===== config.mk =====
export PLATFORM = sky130hd
export DESIGN_NAME = acc_shift_reg_flat
export DESIGN_NICKNAME = d
export VERILOG_FILES = /design/src/rtl/acc_pkg.sv /design/src/rtl/acc_shift_reg_if.sv /design/src/rtl/down_counter.sv /design/src/rtl/acc_shift_reg.sv /design/src/flat_wrapper.sv
export SDC_FILE = /design/constraint.sdc
export NUM_CORES = 1
export LEC_CHECK = 0
export ABC_AREA = 1
export CAP_MARGIN = 25
export CORE_ASPECT_RATIO = 0.8
export CORE_MARGIN = 2
export CORE_UTILIZATION = 48
export DETAILED_ROUTE_END_ITERATION = 8
export HOLD_SLACK_MARGIN = 0.03
export PLACE_DENSITY = 0.78
export SYNTH_ARGS = -nofsm -noshare
export SYNTH_HDL_FRONTEND = slang
export SYNTH_SLANG_ARGS = --single-unit
export TNS_END_PERCENT = 5

===== constraint.sdc =====
create_clock -name clock -period 1.7 [get_ports clock]
set_input_delay 0.17 -clock clock [delete_from_list [all_inputs] [get_ports clock]]
set_output_delay 0.17 -clock clock [all_outputs]
set_load 0.02 [all_outputs]

===== src/rtl/acc_pkg.sv =====
// -----------------------------------------------------------------------------
// acc_pkg
// Shared definitions for the accumulator shift register and the multiplier
// controller that reuses it: operation codes and FSM state encodings.
// -----------------------------------------------------------------------------
package acc_pkg;

  typedef logic [2:0] op_t;

  // Operation codes sampled by acc_shift_reg while it is idle.
  localparam op_t OP_HOLD     = 3'b000;
  localparam op_t OP_LOAD     = 3'b001;  // A <= adder
  localparam op_t OP_CLEAR    = 3'b010;  // A <= 0
  localparam op_t OP_ASR      = 3'b011;  // arithmetic shift right by 1
  localparam op_t OP_LSR      = 3'b100;  // logical shift right, serial_in -> MSB
  localparam op_t OP_SHL      = 3'b101;  // shift left, serial_in -> LSB
  localparam op_t OP_MASR     = 3'b110;  // multi-cycle arithmetic shift right
  localparam op_t OP_HOLD_ALT = 3'b111;

  // FSM state encodings.
  localparam logic [0:0] ST_IDLE  = 1'b0;
  localparam logic [0:0] ST_SHIFT = 1'b1;

endpackage


===== src/rtl/acc_shift_reg_if.sv =====
// -----------------------------------------------------------------------------
// acc_shift_reg_if
// Bundles the control inputs and register outputs of acc_shift_reg.
//   op, shamt, adder, serial_in : control/data towards the register
//   A_out, serial_out           : register contents and last shifted-out bit
//   busy, done                  : multi-cycle shift status
// master modport: the controller driving the register; slave: the register.
// -----------------------------------------------------------------------------
interface acc_shift_reg_if #(
  parameter int WIDTH = 8,
  parameter int SHW   = $clog2(WIDTH) + 1
);
  import acc_pkg::*;

  op_t              op;
  logic [SHW-1:0]   shamt;
  logic [WIDTH-1:0] adder;
  logic             serial_in;
  logic [WIDTH-1:0] A_out;
  logic             serial_out;
  logic             busy;
  logic             done;

  modport master (
    output op, shamt, adder, serial_in,
    input  A_out, serial_out, busy, done
  );

  modport slave (
    input  op, shamt, adder, serial_in,
    output A_out, serial_out, busy, done
  );

endinterface


===== src/rtl/down_counter.sv =====
// -----------------------------------------------------------------------------
// down_counter
// Loadable down counter used to sequence multi-cycle shifts.
//   clock, reset_n : clock and asynchronous active-low reset (count -> 0)
//   load, load_val : parallel load (has priority over dec)
//   dec            : decrement by one; holds at zero
//   count          : current value
//   zero, one      : count == 0 / count == 1
// -----------------------------------------------------------------------------
module down_counter #(
  parameter int W = 4
) (
  input  logic         clock,
  input  logic         reset_n,
  input  logic         load,
  input  logic [W-1:0] load_val,
  input  logic         dec,
  output logic [W-1:0] count,
  output logic         zero,
  output logic         one
);

  logic [W-1:0] cnt_q;

  always_ff @(posedge clock or negedge reset_n) begin
    // NOTE: state registers use non-blocking assignments so every flop samples
    // pre-edge values, independent of block evaluation order.
    if (!reset_n) begin
      cnt_q <= '0;
    end else if (load) begin
      cnt_q <= load_val;
    end else if (dec && (cnt_q != '0)) begin
      cnt_q <= cnt_q - W'(1);
    end
  end

  assign count = cnt_q;
  assign zero  = (cnt_q == '0);
  assign one   = (cnt_q == W'(1));

endmodule


===== src/rtl/acc_shift_reg.sv =====
// -----------------------------------------------------------------------------
// acc_shift_reg
// Accumulator register with parallel load, clear, single-cycle shifts and a
// multi-cycle arithmetic shift right by a programmable amount.
//   clock   : rising-edge clock
//   reset_n : asynchronous active-low reset
//   bus     : acc_shift_reg_if.slave (op, shamt, adder, serial_in in;
//             A_out, serial_out, busy, done out)
// Ops are sampled only while idle; during a multi-cycle shift all inputs are
// ignored. done pulses for one cycle when a multi-cycle shift completes (or
// immediately for a zero shift count) and a new op may be issued in that cycle.
// -----------------------------------------------------------------------------
module acc_shift_reg
  import acc_pkg::*;
#(
  parameter int WIDTH = 8,
  parameter int SHW   = $clog2(WIDTH) + 1
) (
  input  logic          clock,
  input  logic          reset_n,
  acc_shift_reg_if.slave bus
);

  localparam logic [31:0] WIDTH_U = WIDTH;

  logic [0:0]       state_q;
  logic [WIDTH-1:0] a_q;
  logic             so_q;
  logic             done_q;

  logic [SHW-1:0]   sat_shamt;
  logic             start_shift;
  logic [SHW-1:0]   cnt_count;
  logic             cnt_zero;
  logic             cnt_one;

  // Shift counts beyond the register width saturate: shifting WIDTH times
  // already replicates the sign bit into every position.
  assign sat_shamt = (32'(bus.shamt) >= WIDTH_U) ? SHW'(WIDTH) : bus.shamt;

  assign start_shift = (state_q == ST_IDLE) && (bus.op == OP_MASR) &&
                       (bus.shamt != '0);

  down_counter #(.W(SHW)) u_cnt (
    .clock    (clock),
    .reset_n  (reset_n),
    .load     (start_shift),
    .load_val (sat_shamt),
    .dec      ((state_q == ST_SHIFT) && !cnt_zero),
    .count    (cnt_count),
    .zero     (cnt_zero),
    .one      (cnt_one)
  );

  always_ff @(posedge clock or negedge reset_n) begin
    if (!reset_n) begin
      state_q <= ST_IDLE;
      a_q     <= '0;
      so_q    <= 1'b0;
      done_q  <= 1'b0;
    end else begin
      done_q <= 1'b0;
      case (state_q)
        ST_IDLE: begin
          case (bus.op)
            OP_LOAD:  a_q <= bus.adder;
            OP_CLEAR: a_q <= '0;
            OP_ASR: begin
              a_q  <= {a_q[WIDTH-1], a_q[WIDTH-1:1]};
              so_q <= a_q[0];
            end
            OP_LSR: begin
              a_q  <= {bus.serial_in, a_q[WIDTH-1:1]};
              so_q <= a_q[0];
            end
            OP_SHL: begin
              a_q  <= {a_q[WIDTH-2:0], bus.serial_in};
              so_q <= a_q[WIDTH-1];
            end
            OP_MASR: begin
              // A zero count completes at once; otherwise the accepting edge
              // only arms the counter and the shifting starts next cycle.
              if (bus.shamt == '0) done_q  <= 1'b1;
              else                 state_q <= ST_SHIFT;
            end
            OP_HOLD, OP_HOLD_ALT: ;
            default: ;
          endcase
        end
        ST_SHIFT: begin
          a_q  <= {a_q[WIDTH-1], a_q[WIDTH-1:1]};
          so_q <= a_q[0];
          // cnt_zero is a safety exit; the counter is never loaded with 0.
          if (cnt_one || cnt_zero) begin
            state_q <= ST_IDLE;
            done_q  <= 1'b1;
          end
        end
        default: state_q <= ST_IDLE;
      endcase
    end
  end

  assign bus.A_out      = a_q;
  assign bus.serial_out = so_q;
  assign bus.busy       = (state_q == ST_SHIFT);
  assign bus.done       = done_q;

endmodule


===== src/flat_wrapper.sv =====
// flat-port wrapper written by rule: the top's interface ports become plain ports
module acc_shift_reg_flat import acc_pkg::*;
#(
  parameter int WIDTH = 8,
  parameter int SHW   = $clog2(WIDTH) + 1
)
  (clock, reset_n, bus_op, bus_shamt, bus_adder, bus_serial_in, bus_A_out, bus_serial_out, bus_busy, bus_done);
  acc_shift_reg_if #(.WIDTH(WIDTH), .SHW(SHW)) bus_i ();
  input  logic clock;
  input  logic reset_n;
  input wire logic [$bits(bus_i.op)-1:0] bus_op;
  input wire logic [$bits(bus_i.shamt)-1:0] bus_shamt;
  input wire logic [$bits(bus_i.adder)-1:0] bus_adder;
  input wire logic [$bits(bus_i.serial_in)-1:0] bus_serial_in;
  output wire logic [$bits(bus_i.A_out)-1:0] bus_A_out;
  output wire logic [$bits(bus_i.serial_out)-1:0] bus_serial_out;
  output wire logic [$bits(bus_i.busy)-1:0] bus_busy;
  output wire logic [$bits(bus_i.done)-1:0] bus_done;
  assign bus_i.op = bus_op;
  assign bus_i.shamt = bus_shamt;
  assign bus_i.adder = bus_adder;
  assign bus_i.serial_in = bus_serial_in;
  assign bus_A_out = bus_i.A_out;
  assign bus_serial_out = bus_i.serial_out;
  assign bus_busy = bus_i.busy;
  assign bus_done = bus_i.done;
  acc_shift_reg #(.WIDTH(WIDTH), .SHW(SHW)) u_core (.clock(clock), .reset_n(reset_n), .bus(bus_i));
endmodule

==> impl_metrics.prom <==
# TYPE chip_impl_metric gauge
chip_impl_info{name="outcome",value="finished, violations left"} 1
chip_impl_info{name="failed_checks",value="design-rule violations"} 1
chip_impl_metric{name="synth.distinct_cells",unit=""} 26
chip_impl_metric{name="worst_setup_hold_path_clk_slew",unit="ps"} 100
chip_impl_metric{name="remaining_drc_errors",unit=""} 3
chip_impl_metric{name="share_of_final_layout_standard_cells_stronger_than_drive_strength_1",unit="%"} 12.5
chip_impl_metric{name="antenna_violating_nets_post_route",unit=""} 0
chip_impl_metric{name="dp_cells",unit=""} 221
chip_impl_metric{name="num-fill-cells",unit=""} 190
chip_impl_metric{name="maxCapViolCount",unit=""} 0
chip_impl_metric{name="relative_slew_slack",unit="%"} 75.9
chip_impl_metric{name="synthesis.nets",unit=""} 187
chip_impl_metric{name="critPathRequiredTime",unit="ps"} 1530
chip_impl_metric{name="totalWireLength",unit="µm"} 2790
chip_impl_metric{name="detail_route.iter0.violations",unit=""} 55
chip_impl_metric{name="global_route.usage.total",unit="%"} 22.4
chip_impl_metric{name="vdd.ir_drop.worst",unit="µV"} 961
chip_impl_info{name="cp-start-kind",value="register"} 1
chip_impl_metric{name="chipHeight",unit="µm"} 47.9
chip_impl_metric{name="power_density",unit="mW/mm²"} 1400
chip_impl_metric{name="stdcell_count",unit=""} 225
chip_impl_metric{name="place.detailed.hpwl",unit="µm"} 2280
chip_impl_metric{name="crit_path_max_fanout",unit=""} 5
chip_impl_info{name="setup.worst_path.class",value="reg -> out"} 1
chip_impl_info{name="type_of_the_most_critical_hold_path",value="in -> async"} 1
chip_impl_metric{name="synth_sequential_area_ratio",unit="%"} 32.5
chip_impl_metric{name="grt_overflow",unit=""} 0
chip_impl_metric{name="post_synth.cell_area_avg",unit="µm²"} 6.91
chip_impl_metric{name="number_of_antenna_violations_at_the_first_check_in_global_routing",unit=""} 0
chip_impl_metric{name="dp_slack",unit="ps"} -12.2
chip_impl_metric{name="timing_hold_violations_final",unit=""} 0
chip_impl_metric{name="wire_length_of_the_first_global_routing_pass",unit="µm"} 4600
chip_impl_metric{name="p_leak",unit="nW"} 0.742
chip_impl_metric{name="syn_to_final_growth",unit="%"} 29.7
chip_impl_metric{name="post_synth_inst_count",unit=""} 167
chip_impl_metric{name="multi_input_comb_area",unit="µm²"} 687
chip_impl_metric{name="n_antenna_cell",unit=""} 0
chip_impl_metric{name="i_o_pin_cnt",unit=""} 29
chip_impl_metric{name="highest_clock_frequency_the_design_can_meet",unit="GHz"} 0.636
chip_impl_info{name="setup.worst_path.end_class",value="primary output"} 1
chip_impl_metric{name="h-tree-depth",unit=""} 1
chip_impl_metric{name="final.period_utilization",unit="%"} 92.4
chip_impl_metric{name="route.detailed.wl_per_inst",unit="µm"} 12.4
chip_impl_metric{name="cts.path.max_buffers",unit=""} 2
chip_impl_metric{name="core_region_area",unit="mm²"} 0.00221
chip_impl_info{name="top_delay_family_on_crit_path",value="buffers and inverters"} 1
chip_impl_metric{name="cts_repair_resize_count",unit=""} 0
chip_impl_metric{name="grt_pass1_vias",unit=""} 1003
chip_impl_metric{name="final-seq-area",unit="µm²"} 375
chip_impl_metric{name="finalCriticalPeriod",unit="ps"} 1570
chip_impl_metric{name="floorplan.initialDensity",unit="%"} 52.1
chip_impl_metric{name="arrival",unit="ps"} 1400
chip_impl_metric{name="synth_area",unit="mm²"} 0.00115
chip_impl_metric{name="final_max_slew_viol_count",unit=""} 0
chip_impl_metric{name="numPortBuffers",unit=""} 28
chip_impl_metric{name="post_route_clock_skew",unit="ps"} 6.06
chip_impl_metric{name="worst_slack",unit="ps"} 128
chip_impl_info{name="synth_top_cells_by_area",value="dfrtp_1 33%, nand2_1 17%, nand3_1 8.7%"} 1
chip_impl_metric{name="cts_hold_repair.buffers",unit=""} 0
chip_impl_metric{name="grt_max_degree",unit=""} 16
chip_impl_metric{name="cts_buffers",unit=""} 3
chip_impl_metric{name="synth_top_area_share",unit="%"} 32.5
chip_impl_metric{name="floorplan.die_area",unit="mm²"} 0.00281
chip_impl_metric{name="postCtsSetupRepairBufs",unit=""} 0
chip_impl_metric{name="drt-vias-per-instance",unit=""} 5.25
chip_impl_metric{name="detail_route.first_pass.iterations",unit=""} 7
chip_impl_info{name="cts_tree",value="built"} 1
chip_impl_metric{name="die-width",unit="µm"} 58.8
chip_impl_metric{name="yosys_register_bits",unit=""} 15
chip_impl_metric{name="worst_path_largest_cell_delay",unit="ps"} 650
chip_impl_metric{name="finish.net_count",unit=""} 221
chip_impl_metric{name="clkLatencyLatePin",unit="ps"} 290
chip_impl_metric{name="hold_slack",unit="ps"} 178
chip_impl_metric{name="worst_slew_pin_slew",unit="ps"} 360
chip_impl_info{name="synth_largest_area_cell",value="dfrtp_1"} 1
chip_impl_metric{name="placementRows",unit=""} 15
chip_impl_metric{name="globalplace.congestion",unit=""} 0.871
chip_impl_metric{name="cts.sink_count",unit=""} 15
chip_impl_metric{name="report.power.total",unit="mW"} 2.09
chip_impl_metric{name="yosys_warnings",unit=""} 0
chip_impl_metric{name="critical_path_buf_inv_count",unit=""} 1
chip_impl_info{name="critPathSlowestCell",value="clkdlybuf4s50_1"} 1
chip_impl_info{name="grt_setup_unrepaired",value="no"} 1
chip_impl_metric{name="setup_violators_final",unit=""} 0
chip_impl_metric{name="vias",unit=""} 1181
chip_impl_info{name="root_buffer",value="clkbuf_4"} 1
chip_impl_info{name="cp_cell_sequence",value="clkdlybuf4s50_1"} 1
-- routing by layer --
layer / vias to the layer above / track usage, % / share of wire (%)
met5: - / 0 / 0
met4: 0 / 6.82 / 0.82
met3: 4 / 5.95 / 7.2
met2: 42 / 34.9 / 43
met1: 529 / 30.8 / 49
li1: 606 / - / -
-- sequential cells by signal (all words and copies together), names as in the netlist --
| name | cells |
|---|---|
| u_core.bus.A_out | 8 |
| u_core.u_cnt.count | 4 |
| u_core.bus.busy | 1 |
| u_core.bus.done | 1 |
| u_core.bus.serial_out | 1 |
-- cells in the final DEF, fill, tap and decap left out, drive strengths merged, types with 2 or more instances in the layout --
cell type      netlist  routed
o21ai                7       7
nor2                22      22
nand3               22      22
a21oi                7       7
inv                 16      16
clkbuf               0       3
nand4                5       5
clkinv               1       2
nand2               56      56
ha                   2       2
a21boi               6       6
dfrtp               15      15
clkdlybuf4s50        0      28
buf                  3       4
-- final cells by class --
cell class,count,share of cell area [%]
timing repair buffer,32,20.7
inverter,17,4.35
sequential,15,25.1
tap,25,2.09
clock inverter,1,0.334
clock buffer,3,1.51
multi-input combinational,132,45.9
-- synthesized netlist by cell type --
library cell and number:
nand2_1 51, inv_2 4, a21oi_1 6, xor2_1 1, ha_1 2, dfrtp_1 15
buf_4 2, buf_6 1, a21boi_0 4, o211ai_1 1, nor2_2 1, nand3_1 20
o21ai_0 7, nand2_4 3, clkinv_2 1, nor2_4 2, a21boi_1 2, or2_2 1
nand2_2 2, xnor2_1 1, nand3_4 2, inv_1 12, nand3b_1 1, nand4_1 5
nor2_1 19, a21oi_2 1
-- power breakdown --
group	internal, mW	switching, mW	leakage (nW)	total, mW
registers	0.522	0.208	0.189	0.730
logic	0.512	0.642	0.536	1.15
clock network	0.0876	0.123	0.0177	0.210
total	1.12	0.972	0.742	2.09
-- logic make-up (layout without fill, tap and decap cells) --
group                    count (synthesis)  in the layout  synth area share, %
adder cells (fa/ha/maj)                  2              2                 2.17
AND/OR/NAND/NOR                        107            107                 44.9
XOR/XNOR                                 2              2                 1.52
buffers and inverters                   20             53                 7.92
flip-flops                              15             15                 32.5
AO/OA/AOI/OAI                           21             21                 11.0
-- stage by stage --
step,cell area (µm²),setup TNS [ps],utilization [%]
floorplan,1150,0,-
global placement,1470,0,66.3
detailed placement,1470,-21.5,66.3
CTS,1500,0,67.6
global route,1500,0,67.6
finish,1500,0,67.6
-- worst register-to-register path, delay by kind of cell, from the launching register on --
family,cells,cell delay [ps]
AOI/OAI and AO/OA,2,370
adders and majority gates,1,230
buffers and inverters,1,80
DFF,1,400
and+or+nand+nor,2,190
-- worst paths after layout --
path | from | endpoint | slack [ps] | depth (start not counted)
max reg2reg | u_core.u_cnt.count[0] | u_core.u_cnt.count[0] | 300 | 6
max in group asynchronous | reset_n | u_core.bus.busy | 1350 | 2
min reg2reg | u_core.bus.serial_out | u_core.bus.serial_out | 490 | 2
max | u_core.bus.busy | bus_busy | 130 | 1
min in group clock | u_core.bus.serial_out | u_core.bus.serial_out | 490 | 2
min | reset_n | u_core.bus.A_out[5] | 180 | 2
Note: power is estimated with default switching activity, not from simulation.
